File: config.mk
export PLATFORM = sky130hd
export DESIGN_NAME = keypad_emulator
export DESIGN_NICKNAME = d
export VERILOG_FILES = /design/src/rtl/keypad_emulator.sv
export SDC_FILE = /design/constraint.sdc
export NUM_CORES = 1
export LEC_CHECK = 0
export BUFFER_PORTS_ARGS = -buffer_cell sky130_fd_sc_hd__buf_2
export CORE_MARGIN = 1.5
export CORE_UTILIZATION = 43
export DETAILED_ROUTE_END_ITERATION = 10
export GPL_ROUTABILITY_DRIVEN = 0
export PLACE_DENSITY = 0.68
export RECOVER_POWER = 100
export SLEW_MARGIN = 40
export SYNTH_ARGS = -nofsm -noshare
export SYNTH_HDL_FRONTEND = slang
export SYNTH_SLANG_ARGS = --single-unit
File: constraint.sdc
create_clock -name clk -period 2.89 [get_ports clk]
set_input_delay 0.1445 -clock clk [delete_from_list [all_inputs] [get_ports clk]]
set_output_delay 0.1445 -clock clk [all_outputs]
set_load 0.05 [all_outputs]
File: src/rtl/keypad_emulator.sv
// keypad_emulator: far-end 4x4 membrane keypad model; replays key-press commands onto active-low rows.
//   Optional contact bounce around each press when KEYPAD_EMU_BOUNCE_EN is defined.
//   Ports:
//     clk, rst_n              clock, asynchronous active-low reset
//     cmd_valid/cmd_ready     press command handshake (ready only when idle)
//     cmd_key, cmd_hold       key code 0..15 and contact duration in cycles (0 acts as 1)
//     column                  active-low column strobes from the scanner
//     row                     active-low row lines back to the scanner, 4'b1111 when open
//     busy, done              command in progress; one-cycle pulse at end of release gap
//     key_active              one-hot of the key whose contact is closed, else 0
module keypad_emulator #(
    parameter int HOLD_W      = 16,
    parameter int RELEASE_GAP = 256,
    parameter int BOUNCE_LEN  = 64
) (
    input  logic              clk,
    input  logic              rst_n,
    input  logic              cmd_valid,
    output logic              cmd_ready,
    input  logic [3:0]        cmd_key,
    input  logic [HOLD_W-1:0] cmd_hold,
    input  logic [3:0]        column,
    output logic [3:0]        row,
    output logic              busy,
    output logic              done,
    output logic [15:0]       key_active
);
    localparam int GAP_W = $clog2(RELEASE_GAP + 1);
    // Per key (nibble k): {column index, row index} in the matrix.
    localparam logic [63:0] KEY_POS = 64'h8401_2359_D6AE_7BFC;

    if (RELEASE_GAP < 1 || BOUNCE_LEN < 1) begin : g_param_check
        $error("keypad_emulator: RELEASE_GAP and BOUNCE_LEN must be >= 1");
    end

    typedef enum logic [2:0] {IDLE, PRESS, GAP, BOUNCE_IN, BOUNCE_OUT} state_t;

    state_t            state, state_n;
    logic [3:0]        key, key_n;
    logic [HOLD_W-1:0] hold_cnt, hold_n;
    logic [GAP_W-1:0]  gap_cnt, gap_n;
    logic              contact, contact_n;
    logic [3:0]        pos;
`ifdef KEYPAD_EMU_BOUNCE_EN
    localparam int BW = $clog2(BOUNCE_LEN + 1);
    logic [BW-1:0]     bnc_cnt, bnc_n;
    logic [7:0]        lfsr, lfsr_n;

    // Fibonacci x^8+x^6+x^5+x^4+1, free-running every cycle.
    assign lfsr_n = {lfsr[6:0], lfsr[7] ^ lfsr[5] ^ lfsr[4] ^ lfsr[3]};
`endif

    always_ff @(posedge clk or negedge rst_n) begin
        if (!rst_n) begin
            state    <= IDLE;
            key      <= '0;
            hold_cnt <= '0;
            gap_cnt  <= '0;
            contact  <= 1'b0;
`ifdef KEYPAD_EMU_BOUNCE_EN
            bnc_cnt  <= '0;
            lfsr     <= 8'hA5;
`endif
        end else begin
            state    <= state_n;
            key      <= key_n;
            hold_cnt <= hold_n;
            gap_cnt  <= gap_n;
            contact  <= contact_n;
`ifdef KEYPAD_EMU_BOUNCE_EN
            bnc_cnt  <= bnc_n;
            lfsr     <= lfsr_n;
`endif
        end
    end

    // contact_n is the contact state for the cycle after the edge, so the
    // registered contact lines up exactly with the state it belongs to.
    always_comb begin
        state_n   = state;
        key_n     = key;
        hold_n    = hold_cnt;
        gap_n     = gap_cnt;
        contact_n = 1'b0;
`ifdef KEYPAD_EMU_BOUNCE_EN
        bnc_n     = bnc_cnt;
`endif
        case (state)
            IDLE: if (cmd_valid) begin
                key_n  = cmd_key;
                hold_n = (cmd_hold == '0) ? HOLD_W'(1) : cmd_hold;
`ifdef KEYPAD_EMU_BOUNCE_EN
                state_n   = BOUNCE_IN;
                bnc_n     = BW'(BOUNCE_LEN);
                contact_n = (BOUNCE_LEN == 1) | lfsr_n[0];
`else
                state_n   = PRESS;
                contact_n = 1'b1;
`endif
            end
            PRESS: if (hold_cnt == HOLD_W'(1)) begin
`ifdef KEYPAD_EMU_BOUNCE_EN
                state_n   = BOUNCE_OUT;
                bnc_n     = BW'(BOUNCE_LEN);
                contact_n = (BOUNCE_LEN != 1) & lfsr_n[0];
`else
                state_n = GAP;
                gap_n   = GAP_W'(RELEASE_GAP);
`endif
            end else begin
                hold_n    = hold_cnt - 1'b1;
                contact_n = 1'b1;
            end
            GAP: if (gap_cnt == GAP_W'(1)) state_n = IDLE;
                 else gap_n = gap_cnt - 1'b1;
`ifdef KEYPAD_EMU_BOUNCE_EN
            // Last cycle of each bounce window is forced to its settled value.
            BOUNCE_IN: if (bnc_cnt == BW'(1)) begin
                state_n   = PRESS;
                contact_n = 1'b1;
            end else begin
                bnc_n     = bnc_cnt - 1'b1;
                contact_n = (bnc_cnt == BW'(2)) | lfsr_n[0];
            end
            BOUNCE_OUT: if (bnc_cnt == BW'(1)) begin
                state_n = GAP;
                gap_n   = GAP_W'(RELEASE_GAP);
            end else begin
                bnc_n     = bnc_cnt - 1'b1;
                contact_n = (bnc_cnt != BW'(2)) & lfsr_n[0];
            end
`endif
            default: state_n = IDLE;
        endcase
    end

    assign cmd_ready  = (state == IDLE);
    assign busy       = ~cmd_ready;
    assign done       = (state == GAP) && (gap_cnt == GAP_W'(1));
    assign key_active = contact ? (16'b1 << key) : 16'd0;
    assign pos        = KEY_POS[{key, 2'b00} +: 4];

    // Only one key can be closed, so a single pull-down covers wired-AND of several low columns.
    always_comb begin
        row = 4'b1111;
        if (contact && !column[pos[3:2]]) row[pos[1:0]] = 1'b0;
    end
endmodule

Word-level counts from Yosys, hierarchy flattened
Index checks and enable logic that the tools add are counted.
{"block": "op_classes", "n_reduce_logical": 12, "order_cmp": 3, "add_sub_neg": 2, "bitwise_logic": 2, "muxes": 20, "n_shift": 2, "n_eq_ne": 9}
{"cell": "two-way mux 16 bit", "n": 4}
{"cell": "indexed part select 64 x 7 -> 4 bit, first input constant", "n": 1}
{"cell": "one-hot mux 16 bit (2 select lines)", "n": 1}
{"cell": "two-way mux 9 bit", "n": 2}
{"cell": "one-hot mux 9 bit (2 select lines)", "n": 1}
{"cell": "== test 16 x 1 -> 1 bit, second input constant", "n": 1}
{"cell": "logical NOT 16 bit", "n": 1}
{"cell": "left shift 1 x 4 -> 16 bit, first input constant", "n": 1}
{"cell": "subtractor 16 x 1 -> 16 bit, second input constant", "n": 1}
{"cell": "!= test 2 bit, second input constant", "n": 5}
{"cell": "== test 9 x 1 -> 1 bit, second input constant", "n": 1}
{"cell": "two-way mux 3 bit", "n": 3}
{"cell": "one-hot mux 3 bit (3 select lines)", "n": 1}
{"cell": "AND reduction 3 bit", "n": 3}
{"cell": "subtractor 9 x 1 -> 9 bit, second input constant", "n": 1}
{"cell": "less-than comparator 2 x 3 -> 1 bit, second input constant", "n": 2}
{"cell": "two-way mux 1 bit", "n": 4}
{"cell": "two-way mux 4 bit", "n": 1}
{"cell": "NOT 4 bit", "n": 1}
{"cell": "nonzero test 2 bit", "n": 2}
{"cell": "== test 3 x 1 -> 1 bit, second input constant", "n": 1}
{"cell": "== test 3 x 2 -> 1 bit, second input constant", "n": 1}
{"cell": "logical AND 1 bit", "n": 3}
{"cell": "logical NOT 3 bit", "n": 1}
{"cell": "7 further kinds", "n": 7}
{"block": "totals", "reg_bits": 33, "out_inout_bits": 23, "inputBits": 27, "word_cells": 55}

Depth between registers and ports, before layout
Gate-level depths: netlist (run 1).
{"block": "logic_depth", "ltp_word": 7, "mapped_depth": 6}

Worst setup path after synthesis (run 1)
Ideal clock, no wire load.
{"block": "synth_path", "path_type": "register to output", "from": "reg key[1]", "to": "out key_active[0]", "arrival_ns": 1.951, "required_time_ns": 2.746, "path_slack_ns": 0.794, "n_path_buf": 1, "path_stages_with_launch": 5, "cell_sequence": "dfrtp_1 > clkbuf_1 > nor2_1 > nand2_1 > nor3_1"}
{"block": "synth_between", "elab_chain_cells": 2}
{"element": "start, declared", "line_no": "39", "rtl": "logic [3:0] key, key_n;"}
{"element": "start signal, assigned", "line_no": "66", "rtl": "key <= key_n;"}
{"element": "left shift 1 x 4 -> 16 bit", "line_no": "140", "rtl": "assign key_active = contact ? (16'b1 << key) : 16'd0;"}
{"element": "two-way mux 16 bit", "line_no": "140"}
{"element": "end, declared", "line_no": "26", "rtl": "output logic [15:0] key_active"}
No other way between the ends.

Worst setup path after layout (run 1)
{"block": "layout_path", "from": "reg key[3]", "to": "out row[3]"}
{"block": "layout_between", "elab_chain_cells": 7}
{"element": "indexed part select 64 x 7 -> 4 bit *", "line_no": "141", "rtl": "assign pos = KEY_POS[{key, 2'b00} +: 4];"}
{"element": "less-than comparator 2 x 3 -> 1 bit (not written as such) or >= comparator 2 x 1 -> 1 bit (tied branches)", "line_no": "146", "rtl": "if (contact && !column[pos[3:2]]) row[pos[1:0]] = 1'b0;"}
{"element": "logical AND 1 bit (not written as such)", "line_no": "146"}
{"element": "two-way mux 1 bit (not written as such)", "line_no": "146"}
{"element": "demux 1 bit (select 2 bit)", "line_no": "146"}
{"element": "NOT 4 bit (no source line)"}
{"element": "two-way mux 4 bit *", "line_no": "146"}
{"element": "end, declared", "line_no": "23", "rtl": "output logic [3:0] row,"}
Mark *: on every way between the ends. The rest lies on a longest branch, timed or not. The select of a mux whose other input is x is not followed.

==> results of run 1 <==
[tightest hold or removal path: stages]
cell and delay (ns):
buf_2 0.08, nand2_1 0.04, nand2_1 0.04
[flip-flops by register name (all words and copies together), names as in the netlist]
name and cells:
contact 1, gap_cnt 9, hold_cnt 16, key 4, state 2
[worst paths after layout]
| check | start | to | slack, ns | cells past startpoint |
|---|---|---|---|---|
| setup / recovery | key[3]$_DFFE_PN0P_ | row[3] | 0.64 | 5 |
| hold / removal | cmd_key[1] | key[1]$_DFFE_PN0P_ | 0.06 | 3 |
| setup reg to reg | hold_cnt[1]$_DFFE_PN0P_ | hold_cnt[12]$_DFFE_PN0P_ | 0.72 | 6 |
| hold reg to reg | gap_cnt[3]$_DFFE_PN0P_ | gap_cnt[3]$_DFFE_PN0P_ | 0.53 | 1 |
| max in group asynchronous | rst_n | hold_cnt[4]$_DFFE_PN0P_ | 1.01 | 2 |
| min in group asynchronous | rst_n | hold_cnt[15]$_DFFE_PN0P_ | 0.86 | 2 |
[timing repair]
| action | in CTS | in global routing |
|---|---|---|
| hold endpoints to repair | 32 | 0 |
| gates resized for setup | 0 | 0 |
| hold buffers | 1 | 0 |
[metal layers]
layer / share of wire, % / global-route usage, %
met5: 0 / 0
met3: 6.0 / 4.88
met2: 45 / 29.3
met4: 1.6 / 7.41
met1: 48 / 27.3
[cell families (layout without fill, tap and decap cells)]
group,count (synthesis),after routing
and+or+nand+nor,132,132
AOI/OAI and AO/OA,59,59
DFF,32,32
buffers and inverters,19,67
muxes,6,6
xor gates and xnor gates,5,5
adders and majority gates,4,4
[layout by cell type, fill, tap and decap left out, types with 2 or more instances in the layout]
cell	n
a211oi_1	4
a21boi_0	2
a21o_1	2
a21oi_1	5
a221oi_1	2
a31oi_1	3
and2b_1	2
and3_1	2
buf_2	25
clkbuf_1	26
clkbuf_8	6
dfrtp_1	32
ha_1	4
inv_1	8
mux2i_1	6
nand2_1	32
nand2b_1	4
nand3_1	11
nand3b_1	4
nand4_1	4
nor2_1	30
nor2b_1	2
nor3_1	9
nor3_4	2
nor4_1	6
nor4_2	2
nor4_4	3
nor4b_1	2
o2111ai_1	2
o211ai_1	7
o21ai_0	10
o311ai_0	3
o31a_1	2
o31ai_1	4
or2_2	2
or3_1	3
or3_4	2
xnor2_1	3
xor2_1	2
[power breakdown]
group | switching [mW] | internal, mW | total (mW)
Combinational | 0.762 | 0.391 | 1.15
Clock | 0.155 | 0.194 | 0.349
Sequential | 0.363 | 0.591 | 0.954
Total | 1.28 | 1.18 | 2.46
[synthesized netlist by cell type, drive strengths merged, types with 4 or more instances]
master   n
mux2i    6
buf      7
dfrtp   32
inv      8
nand3b   5
a21oi    6
nand4    6
a211oi   4
o31ai    5
nor3    11
nand2   32
nand2b   5
o211ai   7
clkbuf   4
ha       4
nor4    11
o21ai   10
nor2    30
nand3   11
or3      5
o311ai   4
[final cells by class]
class | instances | area (um2) | share of cell area [%]
clock buffer | 8 | 90.1 | 3.36
inverter | 8 | 30.0 | 1.12
multi-input combinational | 206 | 1440 | 53.7
sequential | 32 | 801 | 29.9
tap | 70 | 87.6 | 3.26
timing repair buffer | 51 | 233 | 8.68
[stage by stage]
stage,power (mW),hold WS (ns)
6_report,2.46,0.0552
5_1_grt,2.63,0.0717
4_1_cts,2.49,0.0523
3_5_place_dp,2.13,0.246
3_3_place_gp,2.13,0.238
2_1_floorplan,1.88,-0.151
==> metrics.txt, run 1 <==
CP Launch Type=flip-flop; area delta synth->final=14.0%; sequential share of the synthesized area=34.0%; CTS tree=done; Buffers & Inverters on Critical Path=1; clock tree buffer depth=2; Ports=50; cts bufs inserted=5; Synth area leaders=dfrtp_1 34%, nand2_1 5.1%, nor2_1 4.8%, nor4_4 2.7%, mux2i_1 2.6%; Peak supply drop=0.352 mV; htree depth=2; Leakage Power=1.07 nW; full die area=5920 um2; post-synth top area share=34.0%; synthesis-stage register bit count=32; Worst Setup End Kind=output port; total gr overflow=0; Synth Area in Simple Gates=35.3%; Yosys cell types=67; syn_nets=288; vias in the first global route=1916; clock root buffer=clkbuf_8; Cell Chain, Critical Path=xnor2_1 -> mux2i_1 -> a211oi_1 -> nand4_1 -> clkbuf_1; final setup vio count=0; Tcrit/Tclk final=77.9%; final WL=5.75 mm; filler instances=524; PortBufs=49; post-place setup slack=0.899 ns; Layout Utilization=51.5%; Clock transition at path regs=0.06 ns; clk_skew=0.00854 ns; Post-CTS Setup Bufs=0; placed cell areas=2620 um2; die outline height=77.0 um; CP required=2.75 ns; proportion of layout cells with a drive suffix above 1=17.0%; Final HPWL DP=4.21 mm; worst-skew pair later-pin latency=0.28 ns; max cap viols=1; core area=5200 um2; Crit Path Class=reg -> out; RSZ-0062 raised after global routing=no; via/cell ratio=5.75; Final ANT Viol Nets=0; GR Util All Layers=19.6%; Slew headroom=-16.7%; syn avg cell area=9.15 um2; violated checks=capacitance limit, slew limit; area leader, netlist=dfrtp_1; via count=2156; Synth Area in Adders=2.13%; DP Cell Count=366; overall die width=77.0 um; Critical Path AT=2.11 ns; n_diodes=0; final hold vios=0; Iteration-0 DRC Markers=152; mean routed wirelength per cell=15.3 um; CP max stage delay=0.65 ns; antenna violations before repair=0; post-route design area=2680 um2; Row Count=26; Worst path top cell family by delay=flip-flops; worst slew pin tran=1.75 ns; mux cell area share after synthesis=2.55%; first-pass iteration count of the detailed router=4; Synth Flop Type=dfrtp_1; DRC Markers=0; Synth Cell Area=2350 um2; PD cells=916 nW/um2; hold crit path type=in -> reg; starting density of the core=45.2%; Final TNS setup=0 ns; post-synthesis xor/xnor area fraction=1.86%; largest net degree at the start of global routing=33; PnR worst setup slack=0.637 ns; first-pass GRT wire length=9.39 mm; fmax=0.444 GHz; Post-synth EDFFs=0; max-slew violations=33; slowest CP cell=dfrtp_1; outcome=complete, but fails checks; Non-Filler Instances=375; Period minus WS final=2.25 ns; Ys Warns=0; Mapped Cells=257; largest family of logic cells by synthesized area=simple AND/OR/NAND/NOR gates; Synth Area in Compound Gates=19.8%; CTS Sinks=32; # nets final=335; Async S/R FF share, synth=100%; CP Max Fanout=16
No activity file was read; power rests on OpenSTA's default activity.
==> inputs of run 2 (changes only) <==
--- a/config.mk
+++ b/config.mk
@@ -10,7 +10,7 @@
 export CORE_UTILIZATION = 43
 export DETAILED_ROUTE_END_ITERATION = 10
 export GPL_ROUTABILITY_DRIVEN = 0
-export PLACE_DENSITY = 0.68
+export PLACE_DENSITY = 0.71
 export RECOVER_POWER = 100
 export SLEW_MARGIN = 40
 export SYNTH_ARGS = -nofsm -noshare
==> constraint.sdc (replaced) <==
create_clock -name clk -period 2.04 [get_ports clk]
set_input_delay 0.102 -clock clk [delete_from_list [all_inputs] [get_ports clk]]
set_output_delay 0.102 -clock clk [all_outputs]
set_load 0.05 [all_outputs]
==> metrics.txt, run 2 (synthesis gave the netlist of run 1 again) <==
Slew headroom=47.0% (+64 points); htree depth=2 (unchanged); max-slew violations=0 (-100%); post-route design area=2750 um2 (+2.7%); final setup vio count=0 (unchanged); placed cell areas=2670 um2 (+1.9%); Critical R2R Launch=hold_cnt[1]$_DFFE_PN0P_; fmax=0.511 GHz; antenna violations before repair=0 (unchanged); n_diodes=0 (unchanged); CP max stage delay=0.48 ns (-0.17 ns); largest reg by FF count=hold_cnt; CP Max Fanout=10 (-6); Ports=50 (unchanged); mean routed wirelength per cell=15.5 um (+1.3%); Net Sw Power=1.88 mW (+47%); Cell Chain, Critical Path=xnor2_1 -> mux2i_1 -> a211oi_2 -> nand4_1 -> clkbuf_2; worst slew pin tran=0.796 ns (-0.956 ns); overall die width=77.0 um (unchanged); worst hold stages=3 (unchanged); clock tree buffer depth=2 (unchanged); Seq pwr share=36.4% (-2.4 points); Hold Startpoint=cmd_key[0]; Layout Utilization=52.9% (+1.4 points); first-pass iteration count of the detailed router=4 (unchanged); hold crit path type=in -> reg; proportion of layout cells with a drive suffix above 1=24.1% (+7.1 points); Peak supply drop=0.618 mV (+75%); PD cells=1320 nW/um2 (+44%); Critical Path AT=1.85 ns (-0.26 ns); Net Sw Frac=51.9% (-0.22 points); CTS tree=done; outcome=complete, no violations; max cap viols=0 (-1); Worst Reg-to-Reg Cells=6 (unchanged); via count=2178 (+1.0%); die outline height=77.0 um (unchanged); max FFs per register=16 (unchanged); # nets final=341 (+1.8%); Min Hold Slack=0.0157 ns (-0.0395 ns); clk_skew=0.00660 ns (-0.00194 ns); worst-skew pair later-pin latency=0.28 ns (about the same); slack of the worst reg-to-reg path=0.13 ns (-0.59 ns); via/cell ratio=5.72 (-0.57%); starting density of the core=45.2% (unchanged); GR Util All Layers=21.3% (+1.6 points); Final HPWL DP=4.43 mm (+5.4%); cell-internal power=1.74 mW (+48%); total gr overflow=0 (unchanged); largest net degree at the start of global routing=33 (unchanged); CP Launch Type=flip-flop; DP Cell Count=372 (+1.6%); Iteration-0 DRC Markers=222 (+46%); CP required=1.94 ns (-0.81 ns); area delta synth->final=17.1%; DRC Markers=0 (unchanged); Clock transition at path regs=0.06 ns (about the same); CTS Sinks=32 (unchanged); slowest CP cell=dfrtp_1; final hold vios=0 (unchanged); most common cell after layout, fill and taps aside=nand2_1; most frequent cells in the layout=32 x nand2_1, 30 x nor2_1, 30 x dfrtp_1, 26 x buf_2, 13 x clkbuf_1; Row Count=26 (unchanged); clock root buffer=clkbuf_8; Hold Path End=key[0]$_DFFE_PN0P_; Period minus WS final=1.96 ns; final WL=5.92 mm (+2.9%); Regs by FF count=hold_cnt x16, gap_cnt x9, key x4; Reg2Reg Capture Point=hold_cnt[1]$_DFFE_PN0P_; Leakage Power=1.14 nW (+6.4%); Final TNS setup=0 ns (unchanged); vias in the first global route=2076 (+8.4%); Non-Filler Instances=381 (+1.6%); PortBufs=49 (unchanged); Final ANT Viol Nets=0 (unchanged); clock share of power=13.9% (-0.3 points); Crit Path Class=reg -> out; Comb power frac=49.7% (+2.8 points); Worst Setup End Kind=output port; cts bufs inserted=5 (unchanged); full die area=5920 um2 (unchanged); first-pass GRT wire length=10.1 mm (+7.1%); core area=5200 um2 (unchanged); Tcrit/Tclk final=95.9%
## run 2: worst max-delay path by stage
stage,startpoint,end,slack (ns)
CTS,key[0]$_DFFE_PN0P_,row[3],0.06
floorplan,key[1]$_DFFE_PN0P_,key_active[3],0.04
detailed placement,hold_cnt[1]$_DFFE_PN0P_,hold_cnt[1]$_DFFE_PN0P_,0.14
finish,key[3]$_DFFE_PN0P_,row[3],0.08
global placement,hold_cnt[1]$_DFFE_PN0P_,hold_cnt[1]$_DFFE_PN0P_,0.20
global route,key[3]$_DFFE_PN0P_,row[3],-0.03
## run 2: per-stage QoR
stage | worst slack [ns] | total power [mW]
6_report | 0.0834 | 3.62
5_1_grt | -0.0339 | 3.88
4_1_cts | 0.0570 | 3.62
3_5_place_dp | 0.136 | 3.11
3_3_place_gp | 0.198 | 3.08
2_1_floorplan | 0.0420 | 2.66
## run 2: worst max-delay path, delay by kind of cell, from the launching register on
kind	cells	cell delay, ns
flops	1	0.48
compound gates	1	0.36
buf+inv	1	0.26
xor+xnor	1	0.23
mux	1	0.12
simple gates	1	0.12
## run 2: layer usage
metal	up-vias	global-route usage [%]	share of wire, %
met2	74	33.5	48
met5	-	0	0
li1	1069	-	-
met1	1027	28.9	44
met4	0	7.59	1.5
met3	8	4.40	6.7
## run 2: area by class of cell
cell class              count  area (um2)
flip-flops and latches     32         803
well taps                  70        87.6
clock inverters             2        10.0
clock buffers               6        82.6
multi-input cells         206        1450
inverters                   8        30.0
fillers                   525        2450
repair buffers             57         289
## run 2: power groups by stage
stage	clock network, mW	logic [mW]	registers (mW)
after floorplan	0	1.51	1.15
after global placement	0	1.77	1.31
after detailed placement	0	1.79	1.32
after CTS	0.517	1.80	1.31
after global routing	0.552	1.96	1.37
final	0.504	1.80	1.32
## run 2: timing repair
item                                    CTS  global route
resized for setup                         1             2
endpoints found under the hold margin    32             0
hold buffers                              1             0
pin swaps                                 0             0
endpoints found under the setup margin    1             4
setup buffers                             0             0
==> inputs of run 3 (changes only) <==
==> constraint.sdc (replaced) <==
create_clock -name clk -period 2.04 [get_ports clk]
set_input_delay 0.306 -clock clk [delete_from_list [all_inputs] [get_ports clk]]
set_output_delay 0.306 -clock clk [all_outputs]
set_load 0.05 [all_outputs]
==> metrics.txt, run 3 (synthesis gave the netlist of run 1 again) <==
outcome=complete, but fails checks; violated checks=setup timing; max-slew violations=0 (unchanged); core area=5200 um2 (unchanged); Ports=50 (unchanged); Tcrit/Tclk final=100% (+4.1 points); most frequent cells in the layout=32 x nand2_1, 29 x nor2_1, 27 x dfrtp_1, 27 x buf_2, 16 x clkbuf_2; CP Max Fanout=7 (-3); slack of the worst reg-to-reg path=0.12 ns (about the same); Worst path top cell family by delay=flip-flops; final hold vios=0 (unchanged); filler instances=503 (-4.2%); Worst Setup End Kind=output port; Iteration-0 DRC Markers=165 (-26%); hold crit path type=in -> reg; area delta synth->final=22.6%; die outline height=77.0 um (unchanged); PD cells=1340 nW/um2 (+1.9%); Hold Startpoint=cmd_key[1]; max FFs per register=16 (unchanged); PnR worst setup slack=-0.000304 ns (-0.0837 ns); WL met1=2.86 mm (+9.7%); CP max stage delay=0.46 ns (-0.02 ns); CP Launch Type=flip-flop; Row Count=26 (unchanged); via count=2255 (+3.5%); final setup vio count=1 (+1); total gr overflow=0 (unchanged); DRC Markers=0 (unchanged); # nets final=348 (+2.1%); CTS tree=done; overall die width=77.0 um (unchanged); CP required=1.73 ns (-0.21 ns); mean routed wirelength per cell=15.7 um (+1.2%); largest net degree at the start of global routing=33 (unchanged); Slew headroom=45.9% (-1.0 points); RSZ-0062 raised after global routing=yes; Hold Path End=key[1]$_DFFE_PN0P_; Routed met3 length=259 um (-34%); largest reg by FF count=hold_cnt; Min Hold Slack=0.208 ns (+0.192 ns); final WL=6.10 mm (+3.0%); Critical R2R Launch=gap_cnt[2]$_DFFE_PN0P_; full die area=5920 um2 (unchanged); Clock transition at path regs=0.06 ns (about the same); via/cell ratio=5.81 (+1.7%); Multi-input gate area=1480 um2 (+1.7%); worst hold stages=3 (unchanged); most common cell after layout, fill and taps aside=nand2_1; Buffers & Inverters on Critical Path=1 (unchanged); htree depth=2 (unchanged); cts bufs inserted=5 (unchanged); Layout Utilization=55.4% (+2.5 points); CTS Sinks=32 (unchanged); Cell Chain, Critical Path=xnor2_2 -> mux2i_1 -> a211oi_2 -> nand4_1 -> buf_6; vias in the first global route=2078 (+0.096%); clock root buffer=clkbuf_8; Critical Path AT=1.73 ns (-0.12 ns); Reg2Reg Capture Point=gap_cnt[1]$_DFFE_PN0P_; DR top layer=met4; worst slew pin tran=0.811 ns (+0.0155 ns); Final HPWL DP=4.39 mm (-0.92%); Leakage Power=1.23 nW (+8.1%); Peak supply drop=0.860 mV (+39%); max cap viols=0 (unchanged); Crit Path Class=reg -> out; FF+latch area=807 um2 (+0.47%); Regs by FF count=hold_cnt x16, gap_cnt x9, key x4; Period minus WS final=2.04 ns (+0.0837 ns); antenna violations before repair=0 (unchanged); proportion of layout cells with a drive suffix above 1=33.0% (+8.9 points); clock tree buffer depth=2 (unchanged); starting density of the core=45.2% (unchanged); PortBufs=49 (unchanged); Worst Reg-to-Reg Cells=4 (-2); fmax=0.490 GHz (-4.1%); worst-skew pair later-pin latency=0.29 ns (about the same); slowest CP cell=dfrtp_2; first-pass iteration count of the detailed router=4 (unchanged); first-pass GRT wire length=10.1 mm (unchanged); clk_skew=0.00858 ns (+0.00198 ns); GR Util All Layers=21.4% (+0.080 points); routed wl met2=2.84 mm (+0.39%); n_diodes=0 (unchanged); Final ANT Viol Nets=0 (unchanged)
run 3: layer usage:
layer,up-vias,track usage (%)
met5,-,0
met4,0,9.44
met3,16,4.05
met2,64,33.6
met1,1093,28.4
li1,1082,-
run 3: how the worst max path moves through the flow:
stage | from | to | slack [ns] | depth (start not counted)
after floorplan | key[0]$_DFFE_PN0P_ | row[3] | 0.08 | 5
after global placement | key[1]$_DFFE_PN0P_ | row[3] | 0.16 | 5
after detailed placement | key[1]$_DFFE_PN0P_ | row[3] | 0.12 | 5
after CTS | key[1]$_DFFE_PN0P_ | row[2] | 0.0002 | 5
after global routing | key[1]$_DFFE_PN0P_ | row[2] | -0.09 | 6
final | key[1]$_DFFE_PN0P_ | row[3] | -0.0003 | 5
run 3: area by class of cell:
cell class | instances | area share (%)
flip-flops and latches | 32 | 28.0
repair buffers | 64 | 13.5
inverters | 8 | 1.04
multi-input cells | 206 | 51.2
clock buffers | 6 | 2.86
well taps | 70 | 3.04
clock inverters | 2 | 0.347
run 3: where the power goes:
group / total [mW] / internal, mW / switching, mW / leakage [nW]
clock network: 0.512 / 0.269 / 0.243 / 0.0510
registers: 1.28 / 0.847 / 0.430 / 0.387
logic: 2.08 / 0.800 / 1.28 / 0.795
run 3: stage by stage:
| stage | worst slack [ns] | instance area, um2 | std cells | setup TNS, ns | power [mW] |
|---|---|---|---|---|---|
| 6_report | -0.000304 | 2880 | 388 | -0.000304 | 3.87 |
| 3_5_place_dp | 0.122 | 2700 | 374 | 0 | 3.14 |
| 3_3_place_gp | 0.163 | 2700 | 374 | 0 | 3.10 |
| 5_1_grt | -0.0866 | 2880 | 388 | -0.293 | 4.12 |
| 4_1_cts | 0.000193 | 2810 | 382 | 0 | 3.67 |
| 2_1_floorplan | 0.0753 | 2370 | 257 | 0 | 2.68 |
run 3: worst register-to-register path, stage by stage (launching register included):
cell and delay (ns):
dfrtp_1 0.45, or3_4 0.39, o31ai_1 0.51, o21ai_0 0.29, o22ai_1 0.19
run 3: what timing repair did:
item	4_1_cts	5_1_grt
endpoints found under the hold margin	0	32
setup buffers	0	5
gates resized for setup	4	23
hold buffers	0	1
pin swaps	1	3
endpoints found under the setup margin	5	5
